### src/rtl/mem_port_arbiter_if.sv
// Bus bundle for mem_port_arbiter: mode control, three requesters and the RAM port.
// The arbiter takes the slave view; the environment (CPU, loader, RAM) takes master.
interface mem_port_arbiter_if #(
   parameter int unsigned ADDR_WIDTH = 12
);
   logic                  load_mode;
   logic                  busy;

   logic                  i_req;
   logic [ADDR_WIDTH-1:0] i_addr;
   logic                  i_gnt;
   logic                  i_rvalid;

   logic                  d_req;
   logic                  d_we;
   logic [ADDR_WIDTH-1:0] d_addr;
   logic [31:0]           d_wdata;
   logic                  d_gnt;
   logic                  d_rvalid;

   logic                  l_req;
   logic                  l_we;
   logic [ADDR_WIDTH-1:0] l_addr;
   logic [31:0]           l_wdata;
   logic                  l_gnt;
   logic                  l_rvalid;

   logic [31:0]           rdata;

   logic                  mem_en;
   logic                  mem_we;
   logic [ADDR_WIDTH-1:0] mem_addr;
   logic [31:0]           mem_wdata;
   logic [31:0]           mem_rdata;

   modport slave (
      input  load_mode,
      input  i_req, i_addr,
      input  d_req, d_we, d_addr, d_wdata,
      input  l_req, l_we, l_addr, l_wdata,
      input  mem_rdata,
      output busy,
      output i_gnt, i_rvalid,
      output d_gnt, d_rvalid,
      output l_gnt, l_rvalid,
      output rdata,
      output mem_en, mem_we, mem_addr, mem_wdata
   );

   modport master (
      output load_mode,
      output i_req, i_addr,
      output d_req, d_we, d_addr, d_wdata,
      output l_req, l_we, l_addr, l_wdata,
      output mem_rdata,
      input  busy,
      input  i_gnt, i_rvalid,
      input  d_gnt, d_rvalid,
      input  l_gnt, l_rvalid,
      input  rdata,
      input  mem_en, mem_we, mem_addr, mem_wdata
   );
endinterface

### src/rtl/mem_port_arbiter.sv
// Single-port arbiter for the shared word memory: round-robin fetch/data in run mode,
// loader-only in load mode, with read draining before each ownership hand-over.
module mem_port_arbiter #(
   parameter int unsigned ADDR_WIDTH = 12,
   parameter int unsigned MEM_LAT    = 1
) (
   input  logic              clk,
   input  logic              rst,
   mem_port_arbiter_if.slave bus
);
   typedef enum logic [1:0] {StRun, StDrain, StLoad, StExit} state_e;
   typedef enum logic [1:0] {OwnI, OwnD, OwnL} owner_e;

   localparam int unsigned Depth = MEM_LAT + 1;

   state_e                state_q, state_d;
   logic                  last_d_q, last_d_d;
   logic [Depth-1:0]      tag_vld_q, tag_vld_d;
   owner_e                tag_own_q [Depth];
   logic                  mem_en_q, mem_we_q;
   logic [ADDR_WIDTH-1:0] mem_addr_q;
   logic [31:0]           mem_wdata_q;

   logic                  i_gnt, d_gnt, l_gnt, any_gnt, reads_pending;
   logic                  gnt_we;
   logic [ADDR_WIDTH-1:0] gnt_addr;
   logic [31:0]           gnt_wdata;
   owner_e                gnt_own;

   assign reads_pending = |tag_vld_q;

   always_comb begin
      state_d  = state_q;
      last_d_d = last_d_q;
      i_gnt    = 1'b0;
      d_gnt    = 1'b0;
      l_gnt    = 1'b0;
      if (!rst) begin
         unique case (state_q)
            StRun: begin
               // last_d_q set means D won most recently, so I takes the tie.
               if (bus.i_req && (!bus.d_req || last_d_q)) begin
                  i_gnt = 1'b1;
               end else if (bus.d_req) begin
                  d_gnt = 1'b1;
               end
               if (bus.load_mode) state_d = StDrain;
            end
            StDrain: begin
               if (!reads_pending) state_d = StLoad;
            end
            StLoad: begin
               if (!bus.load_mode) state_d = StExit;
               else                l_gnt   = bus.l_req;
            end
            StExit: begin
               if (!reads_pending) begin
                  state_d  = StRun;
                  last_d_d = 1'b1;
               end
            end
            default: state_d = StRun;
         endcase
         if (i_gnt) last_d_d = 1'b0;
         if (d_gnt) last_d_d = 1'b1;
      end
   end

   always_comb begin
      gnt_we    = 1'b0;
      gnt_addr  = bus.i_addr;
      gnt_wdata = '0;
      gnt_own   = OwnI;
      if (d_gnt) begin
         gnt_we    = bus.d_we;
         gnt_addr  = bus.d_addr;
         gnt_wdata = bus.d_wdata;
         gnt_own   = OwnD;
      end else if (l_gnt) begin
         gnt_we    = bus.l_we;
         gnt_addr  = bus.l_addr;
         gnt_wdata = bus.l_wdata;
         gnt_own   = OwnL;
      end
   end

   assign any_gnt   = i_gnt | d_gnt | l_gnt;
   assign tag_vld_d = {tag_vld_q[Depth-2:0], any_gnt & ~gnt_we};

   always_ff @(posedge clk) begin
      if (rst) begin
         state_q     <= StRun;
         last_d_q    <= 1'b1;
         tag_vld_q   <= '0;
         mem_en_q    <= 1'b0;
         mem_we_q    <= 1'b0;
         mem_addr_q  <= '0;
         mem_wdata_q <= '0;
         for (int i = 0; i < Depth; i++) tag_own_q[i] <= OwnI;
      end else begin
         state_q   <= state_d;
         last_d_q  <= last_d_d;
         tag_vld_q <= tag_vld_d;
         mem_en_q  <= any_gnt;
         mem_we_q  <= any_gnt & gnt_we;
         if (any_gnt) begin
            mem_addr_q  <= gnt_addr;
            mem_wdata_q <= gnt_wdata;
         end
         tag_own_q[0] <= gnt_own;
         for (int i = 1; i < Depth; i++) tag_own_q[i] <= tag_own_q[i-1];
      end
   end

   assign bus.i_gnt     = i_gnt;
   assign bus.d_gnt     = d_gnt;
   assign bus.l_gnt     = l_gnt;
   assign bus.i_rvalid  = tag_vld_q[Depth-1] && (tag_own_q[Depth-1] == OwnI);
   assign bus.d_rvalid  = tag_vld_q[Depth-1] && (tag_own_q[Depth-1] == OwnD);
   assign bus.l_rvalid  = tag_vld_q[Depth-1] && (tag_own_q[Depth-1] == OwnL);
   assign bus.rdata     = tag_vld_q[Depth-1] ? bus.mem_rdata : '0;
   assign bus.mem_en    = mem_en_q;
   assign bus.mem_we    = mem_we_q;
   assign bus.mem_addr  = mem_addr_q;
   assign bus.mem_wdata = mem_wdata_q;
   assign bus.busy      = (state_q != StRun);
endmodule

### src/flat_wrapper.sv
// flat-port wrapper written by rule: the top's interface ports become plain ports
module mem_port_arbiter_flat 
#(
   parameter int unsigned ADDR_WIDTH = 12,
   parameter int unsigned MEM_LAT    = 1
)
  (clk, rst, bus_load_mode, bus_i_req, bus_i_addr, bus_d_req, bus_d_we, bus_d_addr, bus_d_wdata, bus_l_req, bus_l_we, bus_l_addr, bus_l_wdata, bus_mem_rdata, bus_busy, bus_i_gnt, bus_i_rvalid, bus_d_gnt, bus_d_rvalid, bus_l_gnt, bus_l_rvalid, bus_rdata, bus_mem_en, bus_mem_we, bus_mem_addr, bus_mem_wdata);
  mem_port_arbiter_if #(.ADDR_WIDTH(ADDR_WIDTH)) bus_i ();
  input  logic clk;
  input  logic rst;
  input wire logic [$bits(bus_i.load_mode)-1:0] bus_load_mode;
  input wire logic [$bits(bus_i.i_req)-1:0] bus_i_req;
  input wire logic [$bits(bus_i.i_addr)-1:0] bus_i_addr;
  input wire logic [$bits(bus_i.d_req)-1:0] bus_d_req;
  input wire logic [$bits(bus_i.d_we)-1:0] bus_d_we;
  input wire logic [$bits(bus_i.d_addr)-1:0] bus_d_addr;
  input wire logic [$bits(bus_i.d_wdata)-1:0] bus_d_wdata;
  input wire logic [$bits(bus_i.l_req)-1:0] bus_l_req;
  input wire logic [$bits(bus_i.l_we)-1:0] bus_l_we;
  input wire logic [$bits(bus_i.l_addr)-1:0] bus_l_addr;
  input wire logic [$bits(bus_i.l_wdata)-1:0] bus_l_wdata;
  input wire logic [$bits(bus_i.mem_rdata)-1:0] bus_mem_rdata;
  output wire logic [$bits(bus_i.busy)-1:0] bus_busy;
  output wire logic [$bits(bus_i.i_gnt)-1:0] bus_i_gnt;
  output wire logic [$bits(bus_i.i_rvalid)-1:0] bus_i_rvalid;
  output wire logic [$bits(bus_i.d_gnt)-1:0] bus_d_gnt;
  output wire logic [$bits(bus_i.d_rvalid)-1:0] bus_d_rvalid;
  output wire logic [$bits(bus_i.l_gnt)-1:0] bus_l_gnt;
  output wire logic [$bits(bus_i.l_rvalid)-1:0] bus_l_rvalid;
  output wire logic [$bits(bus_i.rdata)-1:0] bus_rdata;
  output wire logic [$bits(bus_i.mem_en)-1:0] bus_mem_en;
  output wire logic [$bits(bus_i.mem_we)-1:0] bus_mem_we;
  output wire logic [$bits(bus_i.mem_addr)-1:0] bus_mem_addr;
  output wire logic [$bits(bus_i.mem_wdata)-1:0] bus_mem_wdata;
  assign bus_i.load_mode = bus_load_mode;
  assign bus_i.i_req = bus_i_req;
  assign bus_i.i_addr = bus_i_addr;
  assign bus_i.d_req = bus_d_req;
  assign bus_i.d_we = bus_d_we;
  assign bus_i.d_addr = bus_d_addr;
  assign bus_i.d_wdata = bus_d_wdata;
  assign bus_i.l_req = bus_l_req;
  assign bus_i.l_we = bus_l_we;
  assign bus_i.l_addr = bus_l_addr;
  assign bus_i.l_wdata = bus_l_wdata;
  assign bus_i.mem_rdata = bus_mem_rdata;
  assign bus_busy = bus_i.busy;
  assign bus_i_gnt = bus_i.i_gnt;
  assign bus_i_rvalid = bus_i.i_rvalid;
  assign bus_d_gnt = bus_i.d_gnt;
  assign bus_d_rvalid = bus_i.d_rvalid;
  assign bus_l_gnt = bus_i.l_gnt;
  assign bus_l_rvalid = bus_i.l_rvalid;
  assign bus_rdata = bus_i.rdata;
  assign bus_mem_en = bus_i.mem_en;
  assign bus_mem_we = bus_i.mem_we;
  assign bus_mem_addr = bus_i.mem_addr;
  assign bus_mem_wdata = bus_i.mem_wdata;
  mem_port_arbiter #(.ADDR_WIDTH(ADDR_WIDTH), .MEM_LAT(MEM_LAT)) u_core (.clk(clk), .rst(rst), .bus(bus_i));
endmodule
### config.mk
export PLATFORM = sky130hd
export DESIGN_NAME = mem_port_arbiter_flat
export DESIGN_NICKNAME = d
export VERILOG_FILES = /design/src/rtl/mem_port_arbiter_if.sv /design/src/rtl/mem_port_arbiter.sv /design/src/flat_wrapper.sv
export SDC_FILE = /design/constraint.sdc
export NUM_CORES = 1
export LEC_CHECK = 0
export CORE_ASPECT_RATIO = 0.5
export CORE_MARGIN = 5
export CORE_UTILIZATION = 37
export CTS_CLUSTER_SIZE = 20
export DETAILED_ROUTE_END_ITERATION = 6
export PLACE_DENSITY = 0.87
export SLEW_MARGIN = 25
export SYNTH_ARGS = -nofsm -noshare
export SYNTH_HDL_FRONTEND = slang
export SYNTH_SLANG_ARGS = --single-unit
### constraint.sdc
create_clock -name clk -period 5.7 [get_ports clk]
set_clock_uncertainty 0.15 [all_clocks]
set_input_delay 1.425 -clock clk [delete_from_list [all_inputs] [get_ports clk]]
set_output_delay 1.425 -clock clk [all_outputs]
set_load 0.02 [all_outputs]
Word-level counts from Yosys, hierarchy flattened
Memories as Yosys holds them, arrays and structs flattened.
Index checks and enable logic that the tools add are counted.
- bits in registers: 51
- latch bits: 0
- memory bits (writable): 4
- memory bits (read-only): 0
- logic and storage cells: 73
- memories: 1
- add/sub/neg operators: 0
- multiply operators: 0
- divide/modulo/power cells: 0
- order comparisons: 0
- equal/unequal tests: 10
- shift operators: 0
- multiplexer cells: 34
- bitwise operators: 7
- reductions and logical operators: 14
- memory list (name ; depth ; bits a word ; read ports ; clocked after memory_dff ; write ports ; line ; text):
    u_core.tag_own_q ; 2 ; 2 ; 2 ; 0 ; 2 ; mem_port_arbiter.sv:19 ; owner_e tag_own_q [Depth];
- operators with widths (kind ; number):
    32-bit 2-to-1 mux ; 3
    12-bit 2-to-1 mux ; 2
    1-bit 2-to-1 mux ; 20
    2-bit 2-to-1 mux ; 8
    2-bit != test, second input constant ; 5
    2-bit case mux with 4 select lines ; 1
    2-bit equality test, second input constant ; 3
    2-bit by 1-bit equality test with 1-bit output, second input constant ; 2
    1-bit logical AND ; 4
    2-bit logical NOT ; 2
    1-bit OR ; 4
    4-bit AND reduction ; 1
    2-bit nonzero test ; 2
    2-bit OR reduction ; 2
    1-bit bitwise AND ; 2
    2-bit AND reduction ; 1
    1-bit logical NOT ; 1
    1-bit logical OR ; 1
    1-bit NOT ; 1

Depth between registers and ports, before layout
- depth after elaboration: 10
- gate-level depth with buffers: 8
- mapped depth without buffers: 7

Least setup slack after synthesis
Ideal clock, no wire load.
- path type: input port to output port
- start: input rst
- end: output bus_d_gnt
- arrival time: 2142 ps
- data required time: 4125 ps
- path slack: 1983 ps
- cell stages on the path: 4
- path buffers: 2
- cell sequence: buf_6 a211o_1 inv_2 buf_2
- word-level cells in the longest chain between the ends: 1
- RTL lines (element ; line ; text):
    start, declared ; flat_wrapper.sv:10 ; input logic rst;
    1-bit 2-to-1 mux ; mem_port_arbiter.sv:38 ; if (!rst) begin
    end, declared ; flat_wrapper.sv:26 ; output wire logic [$bits(bus_i.d_gnt)-1:0] bus_d_gnt;
Every way passes these cells.

Final worst setup path
Same ends and word-level chain as after synthesis.

==> reports/results.ini <==
[outcome]
status = complete, no violations

[cts]
path_clk_slew_ps = 70
h-tree-depth = 2
worstSkewPairLatency_ps = 290
post_cts_resized = 0
cts_sinks = 55
cts_buffers = 5
holdBufCountCts = 0
cts_tree = yes
cts_root_buffer = clkbuf_16
clock_tree.buffer_depth = 2
post_cts_buffers = 0

[routing]
wirelength_um = 10600
dr.pass1.iters = 4
via_per_inst = 4.90
ant_nets = 0
via_count = 3006
drc_errors = 0
first_iter_violations = 178
post_drt_wl_per_cell_um = 17.3

[min_path]
hold_class = register to register
hold_depth = 1
min_to = u_core.tag_vld_q[1]
hp-start = u_core.tag_vld_q[0]

[global_routing]
first_global_vias = 3014
grt_pass1_wl_um = 16200
antenna_found_initial = 0
grt_overflow = 0
grt_max_degree = 68
grt.total_usage_pct = 20.6

[synthesis]
yosys.area.top_type_share_pct = 37.1
yosysTopAreaCell = dfxtp_1
netlist_top_cells_area = dfxtp_1 37%, o221ai_2 14%, a21oi_2 8.3%
netlist_area_um2 = 2970
ys_types = 36
ys_async_sr_fraction_pct = 0
ys_seq_area_share_pct = 37.1
synthCells = 294
synth_area_per_cell_um2 = 10.1
synth-edff-count = 0
syn-num-nets = 439
ys.warnings.count = 0
ys_ff_latch = 55
synth_ff_type = dfxtp_1

[worst_setup_path]
cp.arrival_ps = 3310
r2r_start = u_core.state_q[0]
end_kind = output port
critPathMaxFanout = 13
worstRegToRegCells = 7
required_ps = 4120
reg2reg_setup_slack_ps = 2820
critPathLaunchType = input pin
worstSetupPathType = input pin to output port
r2r_end = u_core.bus.mem_addr[5]

[floorplan]
die_h_um = 73.4
fp.dieArea_um2 = 10000
ios = 225
core-area_um2 = 7910
initial_core_util_pct = 37.5
num_rows = 23
die_w_um = 137

[placed_design]
place_hpwl_um = 8210
post-place-ws_ps = 799
port_buffers = 224
gp_congestion = 0.833

[sta]
fin_crit_sh_pct = 85.8
worst_pin_slew_ps = 1020
report.final.slew_viol_count = 0
rsz0062_at_grt = no
whs_ps = 322
relSlewSlack_pct = 32.3
hold_viol = 0
setup_viol = 0
fin_tns_setup_ps = 0
fin_ws_ps = 812
clock.fmax_mhz = 205
layout_min_cycle_time_ps = 4890

[final_layout]
post-route-util_pct = 67.6
antenna-diode-count = 0
final_nets = 647
fillers = 612
syn_to_final_growth_pct = 80.2
final_layout_size_suffix_gt1_share_pct = 15.1

[power]
power_density_nw_per_um2 = 318
peakVddDrop_mv = 0.165
power.total_w = 0.00170
power.leakage_nw = 1.96

[job]
cap_viol_max_count = 0

[per-layer routing]
| metal | routed length [µm] | track usage (%) | up-vias |
|---|---|---|---|
| li1 | - | - | 1514 |
| met2 | 5570 | 37.4 | 73 |
| met5 | 0 | 0 | - |
| met4 | 267 | 5.70 | 0 |
| met3 | 446 | 4.45 | 23 |
| met1 | 4340 | 25.0 | 1396 |
[how the worst max path moves through the flow]
stage	from	to	slack [ps]
4_1_cts	rst	bus_d_gnt	790
2_1_floorplan	rst	bus_d_gnt	1980
3_3_place_gp	rst	bus_d_gnt	820
6_report	rst	bus_d_gnt	810
5_1_grt	rst	bus_d_gnt	750
3_5_place_dp	rst	bus_d_gnt	800
[registers in the layout, summed over array words and instances, names as in the netlist]
signal	cells
u_core.last_d_q	1
u_core.bus.mem_en	1
u_core.state_q	2
u_core.tag_own_q	4
u_core.bus.mem_addr	12
u_core.tag_vld_q	2
u_core.bus.mem_we	1
u_core.bus.mem_wdata	32
[placed cells by master (no fill, tap or decap), types with 3 or more instances in the layout]
cell             netlist  routed
clkdlybuf4s50_1        0     224
o221ai_1               5       5
inv_1                  3       3
clkbuf_16              0       5
o21ai_0               30      30
nor2_1                 7       7
inv_2                  4       4
ha_1                   5       5
nand2_1                5       5
dfxtp_1               55      55
o21ai_1               14      14
a21oi_2               28      28
and2_1                32      32
buf_4                  3       5
a21oi_1                5       5
nor2b_1                5       5
a22oi_1               12      12
mux2i_1               14      14
o221ai_2              28      28
[stage by stage]
| stage | area, µm² | cells |
|---|---|---|
| final | 5350 | 614 |
| after global routing | 5350 | 614 |
| after CTS | 5350 | 614 |
| after detailed placement | 5210 | 607 |
| after global placement | 5210 | 607 |
| after floorplan | 2970 | 294 |
[critical path: stages]
cell and delay, ps:
clkdlybuf4s50_1 650, a211o_4 380, inv_2 190, clkdlybuf4s50_1 660
[report_power, final]
| part | total [W] | leakage, nW | switching (W) | internal [W] |
|---|---|---|---|---|
| Clock | 0.000302 | 0.0703 | 0.000139 | 0.000163 |
| Combinational | 0.000855 | 1.44 | 0.000442 | 0.000412 |
| Sequential | 0.000544 | 0.452 | 0.0000642 | 0.000480 |
| Total | 0.00170 | 1.96 | 0.000645 | 0.00106 |
[area by class of cell]
class | instances | area (µm²) | share of cell area (%)
multi-input cells | 203 | 1660 | 31.0
clock buffers | 5 | 125 | 2.34
clock inverters | 2 | 17.5 | 0.327
inverters | 8 | 30.0 | 0.561
repair buffers | 229 | 2280 | 42.6
flip-flops and latches | 55 | 1100 | 20.6
well taps | 112 | 140 | 2.62
[Yosys cell counts (all sizes together) (5+ instances only)]
master	instances
o21ai	44
dfxtp	55
buf	19
nor2b	5
a21oi	33
nor2	7
ha	5
and2	32
clkbuf	9
nand2	5
inv	7
a22oi	12
o221ai	33
mux2i	14
[kinds of logic after synthesis]
logic type	count (synthesis)	share of synthesized area (%)
AO/OA/AOI/OAI	128	37.2
AND/OR/NAND/NOR	56	11.5
flip-flops	55	37.1
buffers and inverters	36	7.41
multiplexers	14	4.72
adder cells (fa/ha/maj)	5	2.11
No activity file was read; power rests on OpenSTA's default activity.
